$ cat config.mk
export PLATFORM = sky130hd
export DESIGN_NAME = calc_sequencer
export DESIGN_NICKNAME = d
export VERILOG_FILES = /design/src/rtl/calculator_pkg.sv /design/src/rtl/adder32.sv /design/src/rtl/calc_sequencer.sv
export SDC_FILE = /design/constraint.sdc
export NUM_CORES = 1
export LEC_CHECK = 0
export ABC_AREA = 1
export CELL_PAD_IN_SITES_DETAIL_PLACEMENT = 1
export CELL_PAD_IN_SITES_GLOBAL_PLACEMENT = 1
export CORE_MARGIN = 8
export CORE_UTILIZATION = 42
export CTS_BUF_LIST = sky130_fd_sc_hd__clkbuf_8
export DETAILED_ROUTE_END_ITERATION = 7
export HOLD_SLACK_MARGIN = 0.05
export PLACE_DENSITY = 0.8
export SETUP_SLACK_MARGIN = 0.15
export SLEW_MARGIN = 20
export SYNTH_ARGS = -nofsm -noshare
export SYNTH_HDL_FRONTEND = slang
export SYNTH_HIERARCHICAL = 1
export SYNTH_SLANG_ARGS = --single-unit
export TNS_END_PERCENT = 50
$ cat constraint.sdc
create_clock -name clk_i -period 14.75 [get_ports clk_i]
set_input_delay 2.95 -clock clk_i [delete_from_list [all_inputs] [get_ports clk_i]]
set_output_delay 2.95 -clock clk_i [all_outputs]
set_load 0.05 [all_outputs]
$ cat src/rtl/calculator_pkg.sv
// Shared widths, address/data types and the sequencer state encoding for the
// calculator datapath.
package calculator_pkg;

  localparam int ADDR_W = 8;
  localparam int DATA_W = 32;

  typedef logic [ADDR_W-1:0] addr_t;
  typedef logic [DATA_W-1:0] data_t;
  // One bit wider than an address so a full 2^ADDR_W-word window is representable.
  typedef logic [ADDR_W:0]   span_t;

  typedef enum logic [2:0] {
    IDLE,
    READ_A,
    READ_B,
    ADD,
    WRITE,
    DONE
  } state_t;

  // Number of words in an inclusive window; only meaningful when last >= first.
  function automatic span_t window_span(input addr_t first, input addr_t last);
    return span_t'({1'b0, last}) - span_t'({1'b0, first}) + span_t'(1);
  endfunction

endpackage

$ cat src/rtl/adder32.sv
// Combinational 32-bit ripple-carry adder; the carry out of bit 31 is dropped,
// so the sum wraps modulo 2^32.
module adder32 (
  input  logic [31:0] a_i,
  input  logic [31:0] b_i,
  output logic [31:0] sum_o
);

  logic [31:0] carry;

  assign carry[0] = 1'b0;

  for (genvar gi = 0; gi < 32; gi++) begin : g_bit
    assign sum_o[gi] = a_i[gi] ^ b_i[gi] ^ carry[gi];
    if (gi < 31) begin : g_carry
      assign carry[gi+1] = (a_i[gi] & b_i[gi]) | (carry[gi] & (a_i[gi] ^ b_i[gi]));
    end
  end

endmodule

$ cat src/rtl/calc_sequencer.sv
// Operand-fetch / write-back controller: reads an SRAM window two words at a
// time, adds each pair through adder32 and writes the sums to a second window.
module calc_sequencer
  import calculator_pkg::*;
(
  input  logic              clk_i,
  input  logic              rst_ni,
  input  logic              start_i,
  input  logic [ADDR_W-1:0] read_start_addr_i,
  input  logic [ADDR_W-1:0] read_end_addr_i,
  input  logic [ADDR_W-1:0] write_start_addr_i,
  output logic              mem_rd_en_o,
  output logic              mem_wr_en_o,
  output logic [ADDR_W-1:0] mem_addr_o,
  output logic [DATA_W-1:0] mem_wdata_o,
  input  logic [DATA_W-1:0] mem_rdata_i,
  output logic              busy_o,
  output logic              done_o,
  output logic [ADDR_W-1:0] result_count_o
);

  state_t state_reg, state_next;
  addr_t  rd_ptr_reg, rd_ptr_next;
  addr_t  end_reg, end_next;
  addr_t  wr_ptr_reg, wr_ptr_next;
  addr_t  count_reg, count_next;
  addr_t  result_count_reg, result_count_next;
  span_t  left_reg, left_next;
  data_t  op_a_reg, op_a_next;
  data_t  result_reg, result_next;
  logic   last_b_reg, last_b_next;

  data_t  add_b;
  data_t  add_sum;

  // A lone trailing operand is added to zero rather than to stale read data.
  assign add_b = last_b_reg ? mem_rdata_i : '0;

  adder32 u_adder (
    .a_i   (op_a_reg),
    .b_i   (add_b),
    .sum_o (add_sum)
  );

  always_ff @(posedge clk_i or negedge rst_ni) begin
    if (!rst_ni) begin
      state_reg        <= IDLE;
      rd_ptr_reg       <= '0;
      end_reg          <= '0;
      wr_ptr_reg       <= '0;
      count_reg        <= '0;
      result_count_reg <= '0;
      left_reg         <= '0;
      op_a_reg         <= '0;
      result_reg       <= '0;
      last_b_reg       <= 1'b0;
    end else begin
      state_reg        <= state_next;
      rd_ptr_reg       <= rd_ptr_next;
      end_reg          <= end_next;
      wr_ptr_reg       <= wr_ptr_next;
      count_reg        <= count_next;
      result_count_reg <= result_count_next;
      left_reg         <= left_next;
      op_a_reg         <= op_a_next;
      result_reg       <= result_next;
      last_b_reg       <= last_b_next;
    end
  end

  always_comb begin
    state_next        = state_reg;
    rd_ptr_next       = rd_ptr_reg;
    end_next          = end_reg;
    wr_ptr_next       = wr_ptr_reg;
    count_next        = count_reg;
    result_count_next = result_count_reg;
    left_next         = left_reg;
    op_a_next         = op_a_reg;
    result_next       = result_reg;
    last_b_next       = last_b_reg;
    mem_rd_en_o       = 1'b0;
    mem_wr_en_o       = 1'b0;
    mem_addr_o        = '0;
    mem_wdata_o       = '0;
    busy_o            = 1'b0;
    done_o            = 1'b0;

    case (state_reg)
      IDLE: begin
        if (start_i) begin
          rd_ptr_next = read_start_addr_i;
          end_next    = read_end_addr_i;
          wr_ptr_next = write_start_addr_i;
          count_next  = '0;
          if (read_end_addr_i < read_start_addr_i) begin
            left_next         = '0;
            result_count_next = '0;
            state_next        = DONE;
          end else begin
            left_next  = window_span(read_start_addr_i, read_end_addr_i);
            state_next = READ_A;
          end
        end
      end

      READ_A: begin
        busy_o      = 1'b1;
        mem_rd_en_o = 1'b1;
        mem_addr_o  = rd_ptr_reg;
        state_next  = READ_B;
      end

      READ_B: begin
        busy_o    = 1'b1;
        op_a_next = mem_rdata_i;
        if (rd_ptr_reg == end_reg) begin
          last_b_next = 1'b0;
          rd_ptr_next = rd_ptr_reg + addr_t'(1);
          left_next   = left_reg - span_t'(1);
        end else begin
          mem_rd_en_o = 1'b1;
          mem_addr_o  = rd_ptr_reg + addr_t'(1);
          last_b_next = 1'b1;
          rd_ptr_next = rd_ptr_reg + addr_t'(2);
          left_next   = left_reg - span_t'(2);
        end
        state_next = ADD;
      end

      ADD: begin
        busy_o      = 1'b1;
        result_next = add_sum;
        state_next  = WRITE;
      end

      WRITE: begin
        busy_o      = 1'b1;
        mem_wr_en_o = 1'b1;
        mem_addr_o  = wr_ptr_reg;
        mem_wdata_o = result_reg;
        wr_ptr_next = wr_ptr_reg + addr_t'(1);
        count_next  = count_reg + addr_t'(1);
        // The remaining-word counter, not the pointer, ends the run, so a
        // window ending at the top address cannot wrap into an endless loop.
        if (left_reg == '0) begin
          result_count_next = count_reg + addr_t'(1);
          state_next        = DONE;
        end else begin
          state_next = READ_A;
        end
      end

      DONE: begin
        done_o     = 1'b1;
        state_next = IDLE;
      end

      default: state_next = IDLE;
    endcase
  end

  assign result_count_o = result_count_reg;

endmodule
==> results.cfg, run 1 <==
[routing]
ant_nets = 0
dr_total_vias = 6663
first_pass_iters = 4
drc = 0
viasPerCell = 4.93
finalWirelength_um = 22200
wl_per_cell_um = 16.4
drt_iter0_markers = 242

[power]
p_leak_nw = 4.84
seq_power_share = 0.297
power.share.clock = 0.163
p_sw_w = 0.000981
p_int_w = 0.00100
finalPower_w = 0.00198
vdd_ir_drop_max_v = 0.0000777
p_sw_frac = 0.494
power_frac_comb = 0.540
power_density_nw_per_um2 = 211

[sta]
setup_ws_ns = 0.497
setup_viol = 0
slew-limit-headroom = 0.346
worstMarginPinSlew_ns = 0.980
period_share = 0.966
rsz0062_at_grt = no
fmax_mhz = 70.2
setup_tns_ns = 0
fin_skew_ns = 0.0160
hold_viol_final = 0
slew_viol_final = 0
min_period_ns = 14.25

[setup_path]
path_max_fanout = 2
crit_arrival_ns = 14.62
cp_slowest_cell = clkdlybuf4s50_1
critPathMaxStageDelay_ns = 0.43
critPathRequiredTime_ns = 15.11
critPathCaptureType = flop
crit_path_frequent_cell = fa_2
startpoint_type = primary input
criticalPathCategory = primary input to flop

[placement]
io_buffer_count = 110
place_hpwl_um = 16300
gp_congestion = 0.846
dp_slack_ns = -0.883

[yosys]
synth_xor_area_frac = 0.0296
yosys.cell_types.count = 40
synth_area_per_cell_sq_um = 7.59
synth_seq_area_share = 0.381
synth_seq_cells = 117
synth_warnings = 6
synth_compound_area_frac = 0.0915
syn-cell-area_sq_um = 7690
synth_top_family_by_area = simple AND/OR/NAND/NOR gates
synth_cells = 1013
yosys.area_share.simple = 0.262
synthAdderAreaFrac = 0.128
synthMuxAreaShare = 0
synth_nets = 1131

[floorplanning]
start_util = 0.428
rows = 49
design.core.area_sq_um = 18000
ios = 111
die_h_um = 151
dieArea_sq_um = 22900
die-width_um = 151

[cts]
ctsHoldBuffers = 0
cts_sinks = 117
ctsLongestPathBuffers = 2
cts_buffers = 17
cts_tree = yes
clock_latency_ns = 0.45
htreeDepth = 4
cts.reportedPaths.clkPinSlew_ns = 0.08
cts_root_buf = clkbuf_8

[hold_path]
hold_path.class = flop to flop

[layout]
n_antenna_cell = 0
final_common_cell = nand2_1
layout-drive-gt1-share = 0.0899
final_cell_mix = 320 x nand2_1, 152 x inv_1, 117 x dfrtp_1
fin_nets = 1228
synthToLayoutAreaGrowth_pct = 22.2

[global_route]
gr-total-overflow = 0
grt_pass1_vias = 7387
antenna_found_initial = 0
grt_first_pass_wirelength_um = 37000
track_usage = 0.205
grt_max_degree = 74

[flow_run]
cap_violations = 0

[run_status]
status = complete, no violations
==> critical path: cells and delay by family <==
kind                     cells  cell delay [ns]
AND/OR/NAND/NOR              4             0.28
buffers and inverters        5             0.69
AO/OA/AOI/OAI                1             0.13
adder cells (fa/ha/maj)     30            10.53
==> final cells by class <==
cell class | instances | area (sq um)
fillers | 2223 | 8570
multi-input cells | 695 | 4000
flip-flops and latches | 117 | 2930
repair buffers | 116 | 1140
inverters | 163 | 617
well taps | 229 | 287
clock buffers | 18 | 248
clock inverters | 14 | 176
==> worst paths after layout <==
kind | slack (ns) | start | cells after the start | to
worst min register to register | 0.49 | result_count_o[2]$_DFFE_PN0P_ | 2 | result_count_o[2]$_DFFE_PN0P_
worst max register to register | 2.63 | last_b_reg$_DFFE_PN0P_ | 40 | result_reg[31]$_DFFE_PN0N_
worst min-delay path | 0.49 | result_count_o[2]$_DFFE_PN0P_ | 2 | result_count_o[2]$_DFFE_PN0P_
max in group asynchronous | 10.82 | rst_ni | 2 | result_reg[31]$_DFFE_PN0N_
min in group asynchronous | 2.50 | rst_ni | 1 | wr_ptr_reg[5]$_DFFE_PN0P_
worst max-delay path | 0.50 | mem_rdata_i[1] | 40 | result_reg[31]$_DFFE_PN0N_
==> power by group through the flow <==
stage / sequential (W) / clock, W / combinational, W
finish: 0.000589 / 0.000324 / 0.00107
global route: 0.000610 / 0.000344 / 0.00121
CTS: 0.000589 / 0.000331 / 0.00108
detailed placement: 0.000592 / 0 / 0.00107
global placement: 0.000585 / 0 / 0.00103
floorplan: 0.000552 / 0 / 0.000793
==> through the flow <==
step / utilization / hold WS, ns / instance area [sq um] / cells
2_1_floorplan: - / 0.442 / 7700 / 1013
3_3_place_gp: 0.497 / 0.456 / 8930 / 1320
3_5_place_dp: 0.497 / 0.470 / 8930 / 1320
4_1_cts: 0.522 / 0.490 / 9380 / 1352
5_1_grt: 0.523 / 0.521 / 9400 / 1352
6_report: 0.523 / 0.487 / 9400 / 1352
==> synthesized netlist by cell type, drive strengths merged <==
cell	number	area, sq um
nand3	35	188
xnor2	7	61.3
nor2	113	494
fa	33	661
o21ai	52	290
clkbuf	11	42.5
o31ai	1	7.51
a22oi	4	30.0
o221ai	7	61.3
nand4	7	43.8
a31oi	1	6.26
buf	27	171
a21o	1	7.51
o22ai	4	25.0
o211ai	5	37.5
nand2	326	1240
o21a	1	7.51
ha	26	325
a21oi	43	215
inv	163	617
dfrtp	117	2930
xor2	19	166
nand3b	1	7.51
o21bai	2	15.0
or2	1	6.26
nor3	6	30.0
==> routing by layer <==
metal	global-route usage	vias to the layer above	part of all wire
met5	0	-	0
met4	0.0609	0	0.014
li1	-	3291	-
met2	0.350	111	0.49
met1	0.262	3236	0.46
met3	0.0341	25	0.037
==> logic make-up after synthesis <==
logic type	Yosys count
XOR/XNOR	26
flip-flops	117
buffers and inverters	201
AND/OR/NAND/NOR	489
adder cells (fa/ha/maj)	59
AO/OA/AOI/OAI	121
==> repair_timing <==
action / 4_1_cts / 5_1_grt
pin swaps: 0 / 1
setup buffers: 0 / 0
resized for setup: 10 / 9
endpoints found under the setup margin: 3 / 2
No activity file was read; power rests on OpenSTA's default activity.
==> run 2: changes to the inputs <==
--- a/config.mk
+++ b/config.mk
@@ -13,7 +13,7 @@
 export CTS_BUF_LIST = sky130_fd_sc_hd__clkbuf_8
 export DETAILED_ROUTE_END_ITERATION = 7
 export HOLD_SLACK_MARGIN = 0.05
-export PLACE_DENSITY = 0.8
+export PLACE_DENSITY_LB_ADDON = 0.3
 export SETUP_SLACK_MARGIN = 0.15
 export SLEW_MARGIN = 20
 export SYNTH_ARGS = -nofsm -noshare
==> results.cfg, run 2 (synthesized netlist as in run 1, its figures left out) <==
[run_status]
status = complete, no violations

[cts]
cts_tree = yes
clock_latency_ns = 0.45
htreeDepth = 4
ctsLongestPathBuffers = 2
cts_sinks = 117
post_cts_buffers = 0
cts_root_buf = clkbuf_8
cts_buffers = 17
cts.reportedPaths.clkPinSlew_ns = 0.07

[placement]
io_buffer_count = 110
dp_cells = 1318
placed_area_sq_um = 8910
place_hpwl_um = 16100
gp_congestion = 0.840

[setup_path]
criticalPathCategory = primary input to flop
startpoint_type = primary input
startpoint = mem_rdata_i[1]
path_max_fanout = 2
critPathMaxStageDelay_ns = 0.53
crit_path_frequent_cell = fa_2
critPathCaptureType = flop
crit_arrival_ns = 14.56
r2r_start = last_b_reg$_DFFE_PN0P_
cp_slowest_cell = fa_2
critPathRequiredTime_ns = 15.11

[layout]
layout-drive-gt1-share = 0.0865
post-route-util = 0.521
fin_nets = 1226
synthToLayoutAreaGrowth_pct = 21.7
fillers = 2251
fin_area_sq_um = 9350
final_cell_mix = 320 x nand2_1, 153 x inv_1, 117 x dfrtp_1
final_common_cell = nand2_1
n_antenna_cell = 0
finalNonFillerCells = 1350

[sta]
min_period_ns = 14.19
slew_viol_final = 0
hold_viol_final = 0
fin_skew_ns = 0.0127
slew-limit-headroom = 0.327
period_share = 0.962
setup_viol = 0
worstMarginPinSlew_ns = 1.01
fmax_mhz = 70.5
setup_tns_ns = 0
rsz0062_at_grt = no

[global_route]
track_usage = 0.204
gr-total-overflow = 0
grt_pass1_vias = 7368
grt_first_pass_wirelength_um = 36700
antenna_found_initial = 0
grt_max_degree = 71

[floorplanning]
ios = 111
dieArea_sq_um = 22900
die-width_um = 151
design.core.area_sq_um = 18000
die_h_um = 151
start_util = 0.428
rows = 49

[flow_run]
cap_violations = 0

[routing]
finalWirelength_um = 22000
wl_per_cell_um = 16.3
dr_total_vias = 6709
ant_nets = 0
first_pass_iters = 4
drc = 0
drt_iter0_markers = 271
viasPerCell = 4.97

[power]
finalPower_w = 0.00196
vdd_ir_drop_max_v = 0.0000979
power_density_nw_per_um2 = 209
p_leak_nw = 4.85

[hold_path]
hold_path.class = flop to flop
worstHoldStart = op_a_reg[16]$_DFFE_PN0P_
run 2: what timing repair did:
action / CTS / global route
setup endpoints to repair: 3 / 2
hold buffers: 0 / 0
resized for setup: 13 / 5
pin swaps: 0 / 0
run 2: worst paths after layout:
path,slack [ns],depth (start not counted),endpoint
min in group asynchronous,2.53,1,end_reg[2]$_DFFE_PN0P_
min,0.48,2,op_a_reg[16]$_DFFE_PN0P_
max in group asynchronous,10.84,2,op_a_reg[5]$_DFFE_PN0P_
min reg2reg,0.48,2,op_a_reg[16]$_DFFE_PN0P_
max,0.56,37,result_reg[30]$_DFFE_PN0N_
max reg2reg,2.64,37,result_reg[30]$_DFFE_PN0N_
run 2: cell type report:
class,instances,area (sq um),share of cell area
clock buffer,19,262,0.0280
clock inverter,13,133,0.0142
inverter,163,617,0.0659
multi-input combinational,695,4000,0.427
sequential,117,2930,0.313
tap,229,287,0.0306
timing repair buffer,114,1130,0.121
run 2: power breakdown:
part,internal [W],total [W],switching [W]
Sequential,0.000463,0.000589,0.000126
Clock,0.000158,0.000300,0.000142
Combinational,0.000366,0.00107,0.000701
Total,0.000987,0.00196,0.000969
run 2: per-layer routing:
metal  vias to the layer above  global-route usage  part of all wire
li1                       3283                   -                 -
met1                      3304               0.255              0.45
met2                       101               0.360              0.50
met3                        21              0.0287             0.032
met4                         0              0.0589             0.013
met5                         -                   0                 0
run 2: worst max-delay path: cells and delay by family:
| kind | cells | cell delay [ns] |
|---|---|---|
| compound gates | 1 | 0.13 |
| fa+ha+maj | 30 | 10.73 |
| buf+inv | 4 | 0.62 |
| simple gates | 2 | 0.11 |
run 2: metrics by stage:
step	hold slack, ns	setup slack [ns]
after global routing	0.499	0.220
after floorplan	0.442	0.184
after detailed placement	0.464	-0.930
final	0.481	0.556
after global placement	0.457	-0.644
after CTS	0.480	0.184
==> run 3: changes to the inputs <==
--- a/config.mk
+++ b/config.mk
@@ -11,6 +11,7 @@
 export CORE_MARGIN = 8
 export CORE_UTILIZATION = 42
 export CTS_BUF_LIST = sky130_fd_sc_hd__clkbuf_8
+export CTS_CLUSTER_DIAMETER = 80
 export DETAILED_ROUTE_END_ITERATION = 7
 export HOLD_SLACK_MARGIN = 0.05
 export PLACE_DENSITY_LB_ADDON = 0.3
==> results of run 3 <==
The final DEF is identical to that of run 2; final timing and power are the same.
